===== config.mk =====
export PLATFORM = sky130hd
export DESIGN_NAME = uart_tx_arbiter
export DESIGN_NICKNAME = d
export VERILOG_FILES = /design/src/rtl/uart_tx_arbiter_pkg.sv /design/src/rtl/uart_tx_arbiter_rr_pick.sv /design/src/rtl/uart_tx_arbiter.sv
export SDC_FILE = /design/constraint.sdc
export NUM_CORES = 1
export LEC_CHECK = 0
export BUFFER_PORTS_ARGS = -buffer_cell sky130_fd_sc_hd__buf_2
export CELL_PAD_IN_SITES_DETAIL_PLACEMENT = 1
export CELL_PAD_IN_SITES_GLOBAL_PLACEMENT = 2
export CORE_MARGIN = 5
export CORE_UTILIZATION = 14
export CTS_BUF_LIST = sky130_fd_sc_hd__clkbuf_16
export DETAILED_ROUTE_END_ITERATION = 8
export PLACE_DENSITY = 0.74
export SETUP_SLACK_MARGIN = 0.1
export SYNTH_ARGS = -nofsm -noshare
export SYNTH_HDL_FRONTEND = slang
export SYNTH_HIERARCHICAL = 1
export SYNTH_SLANG_ARGS = --single-unit

===== constraint.sdc =====
create_clock -name clk -period 1.2 [get_ports clk]
set_input_delay 0.06 -clock clk [delete_from_list [all_inputs] [get_ports clk]]
set_output_delay 0.06 -clock clk [all_outputs]
set_load 0.05 [all_outputs]

===== src/rtl/uart_tx_arbiter_pkg.sv =====
// Shared definitions for the UART transmit arbiter: FSM encoding, requester limit
// and the width of the optional stall-timeout counter.
package uart_tx_arbiter_pkg;

    typedef enum logic {
        ARB_IDLE = 1'b0,
        ARB_BUSY = 1'b1
    } arb_state_t;

    localparam int MAX_REQ  = 4;
    localparam int TO_CNT_W = 20;

endpackage


===== src/rtl/uart_tx_arbiter_rr_pick.sv =====
// Round-robin picker: first set request at or above i_ptr, wrapping modulo N.
// Purely combinational; no state, no backpressure.
module rr_pick
    import uart_tx_arbiter_pkg::*;
#(
    parameter int N = 2
)(
    input  logic [MAX_REQ-1:0] i_req,
    input  logic [1:0]         i_ptr,
    output logic               o_found,
    output logic [1:0]         o_idx
);

    logic [1:0] w_cand;

    // Walk from the farthest offset down so the nearest candidate overwrites last.
    always_comb begin
        o_found = 1'b0;
        o_idx   = 2'd0;
        w_cand  = 2'd0;
        for (int k = N - 1; k >= 0; k--) begin
            w_cand = 2'((int'(i_ptr) + k) % N);
            if (i_req[w_cand]) begin
                o_found = 1'b1;
                o_idx   = w_cand;
            end
        end
    end

endmodule


===== src/rtl/uart_tx_arbiter.sv =====
// Packet-locked round-robin arbiter sharing one UART TX byte port; 1-cycle grant latency, then
// combinational passthrough with out_ready->req_ready. Stall timeout built only with UART_TX_ARB_TIMEOUT_EN.
module uart_tx_arbiter
    import uart_tx_arbiter_pkg::*;
#(
    parameter int NUM_REQ        = 2,
    parameter int TIMEOUT_CYCLES = 65535
)(
    input  logic                 clk,
    input  logic                 rst,
    input  logic [8*NUM_REQ-1:0] req_data,
    input  logic [NUM_REQ-1:0]   req_valid,
    input  logic [NUM_REQ-1:0]   req_last,
    output logic [NUM_REQ-1:0]   req_ready,
    output logic [7:0]           out_data,
    output logic                 out_valid,
    input  logic                 out_ready,
    output logic [1:0]           grant_id,
    output logic                 busy,
    output logic                 timeout_pulse
);

    arb_state_t           r_state;
    arb_state_t           w_state_nxt;
    logic [1:0]           r_grant_id;
    logic [1:0]           r_rr_ptr;
    logic [MAX_REQ-1:0]   w_valid_ext;
    logic [MAX_REQ-1:0]   w_last_ext;
    logic [8*MAX_REQ-1:0] w_data_ext;
    logic                 w_found;
    logic [1:0]           w_pick;
    logic                 w_own_vld;
    logic                 w_hs;
    logic                 w_done;
    logic                 w_expire;
    logic [1:0]           w_ptr_after;

    if (NUM_REQ < 2 || NUM_REQ > MAX_REQ || TIMEOUT_CYCLES < 1 ||
        TIMEOUT_CYCLES >= (1 << TO_CNT_W)) begin : g_bad_cfg
        $error("uart_tx_arbiter: NUM_REQ or TIMEOUT_CYCLES out of range");
    end

    always_comb begin
        w_valid_ext                 = '0;
        w_last_ext                  = '0;
        w_data_ext                  = '0;
        w_valid_ext[NUM_REQ-1:0]    = req_valid;
        w_last_ext[NUM_REQ-1:0]     = req_last;
        w_data_ext[8*NUM_REQ-1:0]   = req_data;
    end

    rr_pick #(.N(NUM_REQ)) u_rr_pick (
        .i_req   (w_valid_ext),
        .i_ptr   (r_rr_ptr),
        .o_found (w_found),
        .o_idx   (w_pick)
    );

    assign w_own_vld   = w_valid_ext[r_grant_id];
    assign w_hs        = (r_state == ARB_BUSY) && w_own_vld && out_ready;
    assign w_done      = w_hs && w_last_ext[r_grant_id];
    assign w_ptr_after = (r_grant_id == 2'(NUM_REQ - 1)) ? 2'd0 : r_grant_id + 2'd1;

`ifdef UART_TX_ARB_TIMEOUT_EN
    localparam logic [TO_CNT_W:0] TO_LIMIT = (TO_CNT_W + 1)'(TIMEOUT_CYCLES);

    logic [TO_CNT_W-1:0] r_to_cnt;
    logic                r_timeout_pulse;

    // Only owner-invalid cycles count; a valid owner blocked by out_ready is never revoked.
    assign w_expire = (r_state == ARB_BUSY) && !w_own_vld &&
                      (({1'b0, r_to_cnt} + (TO_CNT_W + 1)'(1)) == TO_LIMIT);

    always_ff @(posedge clk) begin
        if (rst) begin
            r_to_cnt        <= '0;
            r_timeout_pulse <= 1'b0;
        end else begin
            r_timeout_pulse <= w_expire && !w_done;
            if (r_state == ARB_IDLE || w_hs) begin
                r_to_cnt <= '0;
            end else if (!w_own_vld) begin
                r_to_cnt <= r_to_cnt + TO_CNT_W'(1);
            end
        end
    end

    assign timeout_pulse = r_timeout_pulse;
`else
    assign w_expire      = 1'b0;
    assign timeout_pulse = 1'b0;
`endif

    always_ff @(posedge clk) begin
        if (rst) begin
            r_state    <= ARB_IDLE;
            r_grant_id <= 2'd0;
            r_rr_ptr   <= 2'd0;
        end else begin
            r_state <= w_state_nxt;
            if (r_state == ARB_IDLE && w_found) begin
                r_grant_id <= w_pick;
            end
            if (w_done || w_expire) begin
                r_rr_ptr <= w_ptr_after;
            end
        end
    end

    always_comb begin
        w_state_nxt = r_state;
        case (r_state)
            ARB_IDLE: if (w_found)            w_state_nxt = ARB_BUSY;
            ARB_BUSY: if (w_done || w_expire) w_state_nxt = ARB_IDLE;
            default:                          w_state_nxt = ARB_IDLE;
        endcase
    end

    always_comb begin
        out_valid = 1'b0;
        out_data  = 8'd0;
        req_ready = '0;
        if (r_state == ARB_BUSY) begin
            out_valid = w_own_vld;
            out_data  = w_data_ext[{r_grant_id, 3'b000} +: 8];
            for (int i = 0; i < NUM_REQ; i++) begin
                req_ready[i] = (r_grant_id == 2'(i)) && out_ready;
            end
        end
    end

    assign busy     = (r_state == ARB_BUSY);
    assign grant_id = r_grant_id;

endmodule

==> flow_summary_export.csv, run 1 <==
group,metric,value,unit
floorplan,die-area,0.00381,sq mm
run_status,status,"finished, violations left",
cts,clock-sinks,4,
timing,max_clock_freq,761,MHz
synth,synth_area_per_cell,7.48,sq um
timing,finalHoldViolCount,0,
cells_and_area,area_delta_synth_final,185,%
worst_setup_path,endpoint_kind,"primary output",
cts,cts.path.max_buffers,2,
drt,drc_errors,0,
floorplan,initial_core_util,0.148,
worst_setup_path,cp_data_required_time,1.14,ns
synth,syn_area,374,sq um
cts,cts_tree,"yes",
synth,yosys_warnings,6,
cts,numCtsBuffers,3,
global_route,grt_pass1_vias,620,
global_route,grt_pass1_wl,2630,microns
global_route,met3_usage,0.0207,
floorplan,io_pins,38,
worst_setup_path,cp_slowest_cell,"dfxtp_4",
place,post_dp_cell_area,728,sq um
timing,setup_viol,13,
place,port_buffers,36,
timing,finClkSkew,0.00258,ns
global_route,antenna_found_initial,0,
pwr,power.switching,0.000386,W
pwr,power_leakage,0.437,nW
cells_and_area,num_antenna_cells,0,
timing,worst_slack,-0.114,ns
pwr,peakVddDrop,0.770,mV
worst_setup_path,arrival,1.25,ns
worst_setup_path,cp_max_fo,5,
drt,first_pass_iters,2,
timing,fin_tns_setup,-0.736,ns
place,place_hpwl,1180,microns
worst_hold_path,hold_class,"in2reg",
pwr,internal-power,0.000795,W
drt,finalWirelength,1740,microns
place,globalplace.congestion,0.667,
cts,cts-htree-levels,1,
cts,hold_buffers,0,
drt,num_vias,530,
place,place_ws,-0.0407,ns
cts,path_clk_slew,0.03,ns
timing,drv_slew,0,
global_route,grt-ovfl-total,0,
global_route,grt.busiest_layer,"met2",
timing,min_period,1.31,ns
drt,wl_per_cell,13.9,microns
cts,cts_root_buffer,"clkbuf_16",
timing,finalCritPeriodShare,1.09,
cts,clock_latency,0.23,ns
pwr,seqPwrFrac,0.130,
drt,drt-initial-drc-count,2,
global_route,met1_usage,0.0957,
pwr,clock_power_share,0.453,
drt,viasPerCell,4.24,
global_route,grtUsageMet2,0.188,
floorplan,rows,18,
worst_setup_path,path_buf_inv,2,
drt,final_antenna_net_count,0,
timing,rsz0062_at_grt,"yes",
worst_setup_path,crit_type,"reg2out",
cells_and_area,drive_gt1_frac,0.789,
worst_setup_path,path_delay_family,"flip-flops",
global_route,grt_start_max_net_pins,6,
synth,synth_fp_nets,73,
cells_and_area,fin_util,0.422,
job,maxCapViolCount,0,
worst_setup_path,crit_chain,"buf_12 > mux2i_4 > nor2_4 > buf_6",
global_route,grtUsageTotal,0.0980,
floorplan,core,0.00252,sq mm
worst_setup_path,max_stage_delay,0.40,ns
floorplan,die_y,61.7,microns
worst_setup_path,cp-start-kind,"flip-flop",
synth,syn_inst,50,
pwr,p_per_area,1110,mW/mm^2
pwr,p_sw_frac,0.327,
run_status,violations,"setup timing",
floorplan,die_x,61.7,microns
pwr,power_frac_comb,0.417,
cells_and_area,finish.instance_area,0.00106,sq mm
cells_and_area,final_nets,119,
## power by group through the flow
stage	Sequential [W]	Clock, W	Combinational, W
2_1_floorplan	0.000173	0	0.000242
3_3_place_gp	0.000158	0	0.000349
3_5_place_dp	0.000159	0	0.000354
4_1_cts	0.000154	0.000549	0.000488
5_1_grt	0.000156	0.000551	0.000517
6_report	0.000154	0.000535	0.000492
## per-layer routing
layer | wire, microns | vias up
met5 | 0 | -
met4 | 40 | 0
met3 | 136 | 5
met2 | 955 | 26
met1 | 608 | 247
li1 | - | 252
## layout by cell type (no fill, tap or decap), drive strengths merged
cell type   n
clkbuf      3
mux2i      12
nand3b      1
nand2b      1
nor2       15
or2         1
inv         4
nor3        2
a311oi      1
nor2b       1
buf        46
conb        2
a21boi      1
o31a        1
dfxtp       4
## final timing paths
| kind | startpoint | to | slack (ns) | depth (start not counted) |
|---|---|---|---|---|
| worst max-delay path | grant_id[0] | out_valid | -0.11 | 4 |
| worst min-delay path | rst | grant_id[1] | 0.06 | 2 |
| worst max register to register | grant_id[0] | r_rr_ptr[0] | -0.11 | 5 |
| worst min register to register | grant_id[1] | grant_id[1] | 0.52 | 2 |
## final cells by class
type,count,area (sq um)
fill,285,1460
clock inverter,1,3.75
tap,30,37.5
clock buffer,3,75.1
inverter,3,11.3
multi-input combinational,38,438
sequential,4,91.3
timing repair buffer,46,408
## per-stage QoR
step                total power (W)  instances  hold slack [ns]
floorplan                  0.000414         50            0.123
global placement           0.000507        115            0.286
detailed placement         0.000513        115            0.284
CTS                         0.00119        125           0.0596
global route                0.00122        125           0.0758
finish                      0.00118        125           0.0625
## registers in the layout, summed over array words and instances, names as in the netlist
name      cells
grant_id      2
busy          1
r_rr_ptr      1
## timing repair
action | CTS | global route
pin swaps | 7 | 2
gates resized for setup | 41 | 4
endpoints found under the setup margin | 13 | 14
setup buffers | 5 | 0
gates cloned | 1 | 0
Power figures use the tool's default switching activity.
==> run 2: changes to the inputs <==
--- a/config.mk
+++ b/config.mk
@@ -8,6 +8,7 @@
 export BUFFER_PORTS_ARGS = -buffer_cell sky130_fd_sc_hd__buf_2
 export CELL_PAD_IN_SITES_DETAIL_PLACEMENT = 1
 export CELL_PAD_IN_SITES_GLOBAL_PLACEMENT = 2
+export CORE_ASPECT_RATIO = 1.1
 export CORE_MARGIN = 5
 export CORE_UTILIZATION = 14
 export CTS_BUF_LIST = sky130_fd_sc_hd__clkbuf_16
@@ -18,3 +19,4 @@
 export SYNTH_HDL_FRONTEND = slang
 export SYNTH_HIERARCHICAL = 1
 export SYNTH_SLANG_ARGS = --single-unit
+export TNS_END_PERCENT = 30
==> flow_summary_export.csv, run 2 (synthesized netlist as in run 1, its figures left out) <==
group,metric,value,unit
run_status,status,"finished, violations left",
run_status,violations,"setup timing",
cells_and_area,final_nets,118,
worst_setup_path,arrival,1.46,ns
cells_and_area,largest_register_ffs,2,
cells_and_area,drive_gt1_frac,0.777,
cts,cts.path.max_buffers,2,
floorplan,core,0.00254,sq mm
worst_setup_path,reg2reg_from,"grant_id[0]",
worst_hold_path,hold_class,"in2reg",
worst_setup_path,max_stage_delay,0.34,ns
global_route,grt_pass1_vias,554,
pwr,power_leakage,0.413,nW
timing,finalHoldViolCount,0,
drt,drc_errors,0,
pwr,p_per_area,1160,mW/mm^2
global_route,antenna_found_initial,0,
global_route,grt_start_max_net_pins,10,
worst_setup_path,cp_slowest_cell,"dfxtp_4",
place,dp.cells,115,
cts,cts-htree-levels,1,
cts,path_clk_slew,0.03,ns
global_route,grt_pass1_wl,2560,microns
timing,rsz0062_at_grt,"yes",
cells_and_area,final_cell_mix,"25 x buf_2, 11 x nor2_4, 9 x buf_4",
place,place_ws,-0.0416,ns
timing,min_period,1.32,ns
worst_setup_path,cp_data_required_time,1.34,ns
worst_setup_path,r2r-end,"r_rr_ptr[0]",
worst_setup_path,crit_chain,"buf_12 > mux2i_4 > buf_6 > o31a_1 > a311oi_2",
worst_setup_path,r2r_cells,5,
worst_setup_path,cp-start-kind,"flip-flop",
timing,fin_tns_setup,-0.779,ns
worst_setup_path,critPathLaunch,"grant_id[0]",
global_route,grtUsageTotal,0.0888,
timing,finClkSkew,0.00252,ns
cts,hold_buffers,0,
pwr,peakVddDrop,0.882,mV
place,place_hpwl,1220,microns
cts,clock_latency,0.23,ns
floorplan,die_x,59.3,microns
drt,wl_per_cell,13.1,microns
job,maxCapViolCount,0,
worst_setup_path,crit_type,"reg2reg",
floorplan,die-area,0.00381,sq mm
timing,setup_viol,12,
drt,num_vias,513,
timing,worst_slack,-0.121,ns
floorplan,rows,19,
timing,drv_slew,0,
cells_and_area,num_antenna_cells,0,
drt,first_pass_iters,4,
drt,finalWirelength,1640,microns
global_route,grt-ovfl-total,0,
worst_setup_path,path_buf_inv,2,
drt,final_antenna_net_count,0,
worst_setup_path,reg2reg_setup_slack,-0.12,ns
worst_setup_path,endpoint_kind,"flip-flop",
floorplan,die_y,64.2,microns
cts,clock-sinks,4,
drt,viasPerCell,4.10,
worst_setup_path,cp.depth,5,
place,port_buffers,36,
worst_setup_path,cp_max_fo,7,
cells_and_area,layout_commonest_cell,"buf_2",
drt,drt-initial-drc-count,8,
cts,cts_tree,"yes",
worst_setup_path,worstSetupEndpoint,"r_rr_ptr[0]",
place,globalplace.congestion,0.707,
cells_and_area,area_delta_synth_final,158,%
worst_setup_path,path_delay_family,"compound AO/OA/AOI/OAI gates",
cells_and_area,fin_cells,125,
timing,max_clock_freq,757,MHz
floorplan,io_pins,38,
cts,cts_root_buffer,"clkbuf_16",
floorplan,initial_core_util,0.147,
timing,finalCritPeriodShare,1.10,
cts,numCtsBuffers,3,
==> run 2: final cells by class <==
cell class	count	area, sq um
multi-input cells	38	402
clock inverters	1	3.75
well taps	31	38.8
repair buffers	45	342
flip-flops and latches	4	91.3
clock buffers	3	75.1
fillers	293	1580
inverters	3	11.3
==> run 2: routing by layer <==
metal	vias to the layer above	track usage	wire length (microns)
met5	-	0	0
met4	0	0.0425	25
met3	4	0.0342	187
met2	27	0.154	867
met1	232	0.0909	556
li1	250	-	-
==> run 2: worst register-to-register path: stages, from the launching register on <==
cell and delay, ns:
dfxtp_4 0.34, buf_12 0.15, mux2i_4 0.21, buf_6 0.13
o31a_1 0.24, a311oi_2 0.17
==> run 2: repair_timing <==
action                     4_1_cts  5_1_grt
setup endpoints to repair       13       13
pin swaps                        2        2
gates resized for setup         24       10
setup buffers                    6        0
==> run 2: report_power, final <==
group / switching (W) / total (W) / internal (W)
registers: 0.00000979 / 0.000150 / 0.000141
clock network: 0.0000977 / 0.000528 / 0.000430
logic: 0.000255 / 0.000439 / 0.000184
==> run 2: worst min-delay path by stage <==
stage | from | to | slack (ns) | cells after the start
6_report | rst | grant_id[1] | 0.07 | 2
5_1_grt | rst | grant_id[0] | 0.09 | 2
4_1_cts | rst | grant_id[0] | 0.07 | 2
3_5_place_dp | rst | grant_id[0] | 0.30 | 2
3_3_place_gp | rst | grant_id[1] | 0.29 | 2
2_1_floorplan | rst | grant_id[0] | 0.12 | 1
==> run 2: per-stage QoR <==
| step | power [W] | hold WS (ns) | util | cell area, sq um |
|---|---|---|---|---|
| after global placement | 0.000503 | 0.292 | 0.279 | 709 |
| after detailed placement | 0.000509 | 0.301 | 0.279 | 709 |
| after floorplan | 0.000410 | 0.123 | - | 497 |
| final | 0.00112 | 0.0671 | 0.379 | 963 |
| after global routing | 0.00116 | 0.0859 | 0.379 | 963 |
| after CTS | 0.00111 | 0.0661 | 0.364 | 926 |
==> run 3: changes to the inputs <==
--- a/config.mk
+++ b/config.mk
@@ -5,12 +5,13 @@
 export SDC_FILE = /design/constraint.sdc
 export NUM_CORES = 1
 export LEC_CHECK = 0
+export ABC_AREA = 1
 export BUFFER_PORTS_ARGS = -buffer_cell sky130_fd_sc_hd__buf_2
 export CELL_PAD_IN_SITES_DETAIL_PLACEMENT = 1
 export CELL_PAD_IN_SITES_GLOBAL_PLACEMENT = 2
 export CORE_ASPECT_RATIO = 1.1
 export CORE_MARGIN = 5
-export CORE_UTILIZATION = 14
+export CORE_UTILIZATION = 13
 export CTS_BUF_LIST = sky130_fd_sc_hd__clkbuf_16
 export DETAILED_ROUTE_END_ITERATION = 8
 export PLACE_DENSITY = 0.74
==> flow_summary_export.csv, run 3 <==
group,metric,value,unit
cells_and_area,largest_register_ffs,2,
cts,cts.path.max_buffers,2,
synth,synth_fp_nets,86,
cells_and_area,finish.instance_area,0.00101,sq mm
worst_setup_path,cp-start-kind,"flip-flop",
worst_hold_path,hold_class,"in2reg",
global_route,grtUsageMet2,0.188,
timing,min_period,1.29,ns
synth,yosys_warnings,6,
pwr,p_per_area,1240,mW/mm^2
worst_setup_path,endpoint_kind,"primary output",
pwr,power_leakage,0.461,nW
place,port_buffers,36,
global_route,grt_pass1_vias,704,
run_status,status,"finished, violations left",
timing,finClkSkew,0.00130,ns
place,globalplace.congestion,0.802,
floorplan,die_y,66.3,microns
timing,whs,0.129,ns
global_route,grtUsageTotal,0.107,
job,maxCapViolCount,0,
timing,setup_viol,9,
pwr,clock_power_share,0.435,
timing,worst_slack,-0.0903,ns
drt,first_pass_iters,2,
global_route,antenna_found_initial,0,
global_route,grt_start_max_net_pins,11,
cells_and_area,area_delta_synth_final,171,%
drt,viasPerCell,4.21,
timing,finalCritPeriodShare,1.08,
floorplan,die-area,0.00405,sq mm
cts,cts_root_buffer,"clkbuf_16",
place,post_dp_cell_area,748,sq um
pwr,internal-power,0.000795,W
worst_setup_path,arrival,1.23,ns
cts,cts_tree,"yes",
floorplan,core,0.00278,sq mm
drt,drt-initial-drc-count,3,
pwr,peakVddDrop,1.03,mV
cells_and_area,drive_gt1_frac,0.727,
pwr,p_sw_frac,0.368,
floorplan,die_x,61.2,microns
pwr,power_frac_comb,0.433,
cts,clock-sinks,4,
cts,clock_latency,0.23,ns
cts,numCtsBuffers,3,
place,place_ws,-0.0355,ns
worst_setup_path,crit_type,"reg2out",
cells_and_area,num_antenna_cells,0,
timing,fin_tns_setup,-0.656,ns
cts,cts-htree-levels,1,
cells_and_area,fin_cells,143,
synth,syn_area,374,sq um
floorplan,initial_core_util,0.135,
timing,drv_slew,0,
global_route,grt_pass1_wl,3200,microns
cts,hold_buffers,0,
cells_and_area,multi_input_area,400,sq um
cts,path_clk_slew,0.03,ns
cells_and_area,regArea,91.3,sq um
synth,synth_area_per_cell,5.94,sq um
drt,drc_errors,0,
timing,finalHoldViolCount,0,
synth,syn_inst,63,
global_route,met3_usage,0.0195,
cells_and_area,layout_commonest_cell,"buf_2",
place,dp.cells,135,
global_route,met1_usage,0.116,
drt,wl_per_cell,13.2,microns
global_route,grt-ovfl-total,0,
cells_and_area,final_cell_mix,"24 x buf_2, 11 x buf_6, 10 x nor2_4",
global_route,grt.busiest_layer,"met2",
timing,rsz0062_at_grt,"yes",
cells_and_area,fillers,341,
drt,num_vias,602,
floorplan,rows,20,
drt,final_antenna_net_count,0,
place,place_hpwl,1470,microns
cells_and_area,final_nets,134,
pwr,seqPwrFrac,0.133,
worst_setup_path,cp_data_required_time,1.14,ns
timing,max_clock_freq,775,MHz
drt,finalWirelength,1890,microns
pwr,power.switching,0.000462,W
floorplan,io_pins,38,
run_status,violations,"setup timing",
worst_setup_path,cp_max_fo,4,
## run 3: metrics by stage
stage               total power (W)  utilization
floorplan                  0.000475            -
global placement           0.000593        0.269
detailed placement         0.000599        0.269
CTS                         0.00126        0.359
global route                0.00131        0.365
finish                      0.00126        0.365
## run 3: area by class of cell
type,instances,area share
multi-input combinational,46,0.395
sequential,4,0.0901
tap,33,0.0407
inverter,10,0.0469
clock inverter,1,0.00370
timing repair buffer,46,0.349
clock buffer,3,0.0741
## run 3: critical path, cell delays in order, from the launching register on
cell     delay, ns
dfxtp_4       0.38
inv_4         0.04
nor2_4        0.12
buf_6         0.14
a22oi_2       0.07
nor2_4        0.10
buf_8         0.15
## run 3: metal layers
metal	vias up	part of all wire
li1	300	-
met1	265	0.37
met2	32	0.49
met3	5	0.11
met4	0	0.027
met5	-	0
## run 3: worst paths after layout
path	startpoint	endpoint	slack, ns	cells past startpoint
setup reg to reg	grant_id[0]	r_rr_ptr[0]	0.02	9
hold reg to reg	r_rr_ptr[0]	r_rr_ptr[0]	0.51	4
setup / recovery	grant_id[0]	out_data[1]	-0.09	6
hold / removal	rst	r_rr_ptr[0]	0.13	4
## run 3: power groups by stage
stage | Combinational, W | Sequential (W) | Clock [W]
2_1_floorplan | 0.000278 | 0.000198 | 0
3_3_place_gp | 0.000428 | 0.000164 | 0
3_5_place_dp | 0.000434 | 0.000165 | 0
4_1_cts | 0.000538 | 0.000165 | 0.000558
5_1_grt | 0.000579 | 0.000169 | 0.000566
6_report | 0.000544 | 0.000167 | 0.000547
## run 3: repair_timing
action / CTS / global route
gates resized for setup: 37 / 5
buffers inserted: 4 / 0
endpoints found under the setup margin: 13 / 15
pin swaps: 5 / 4
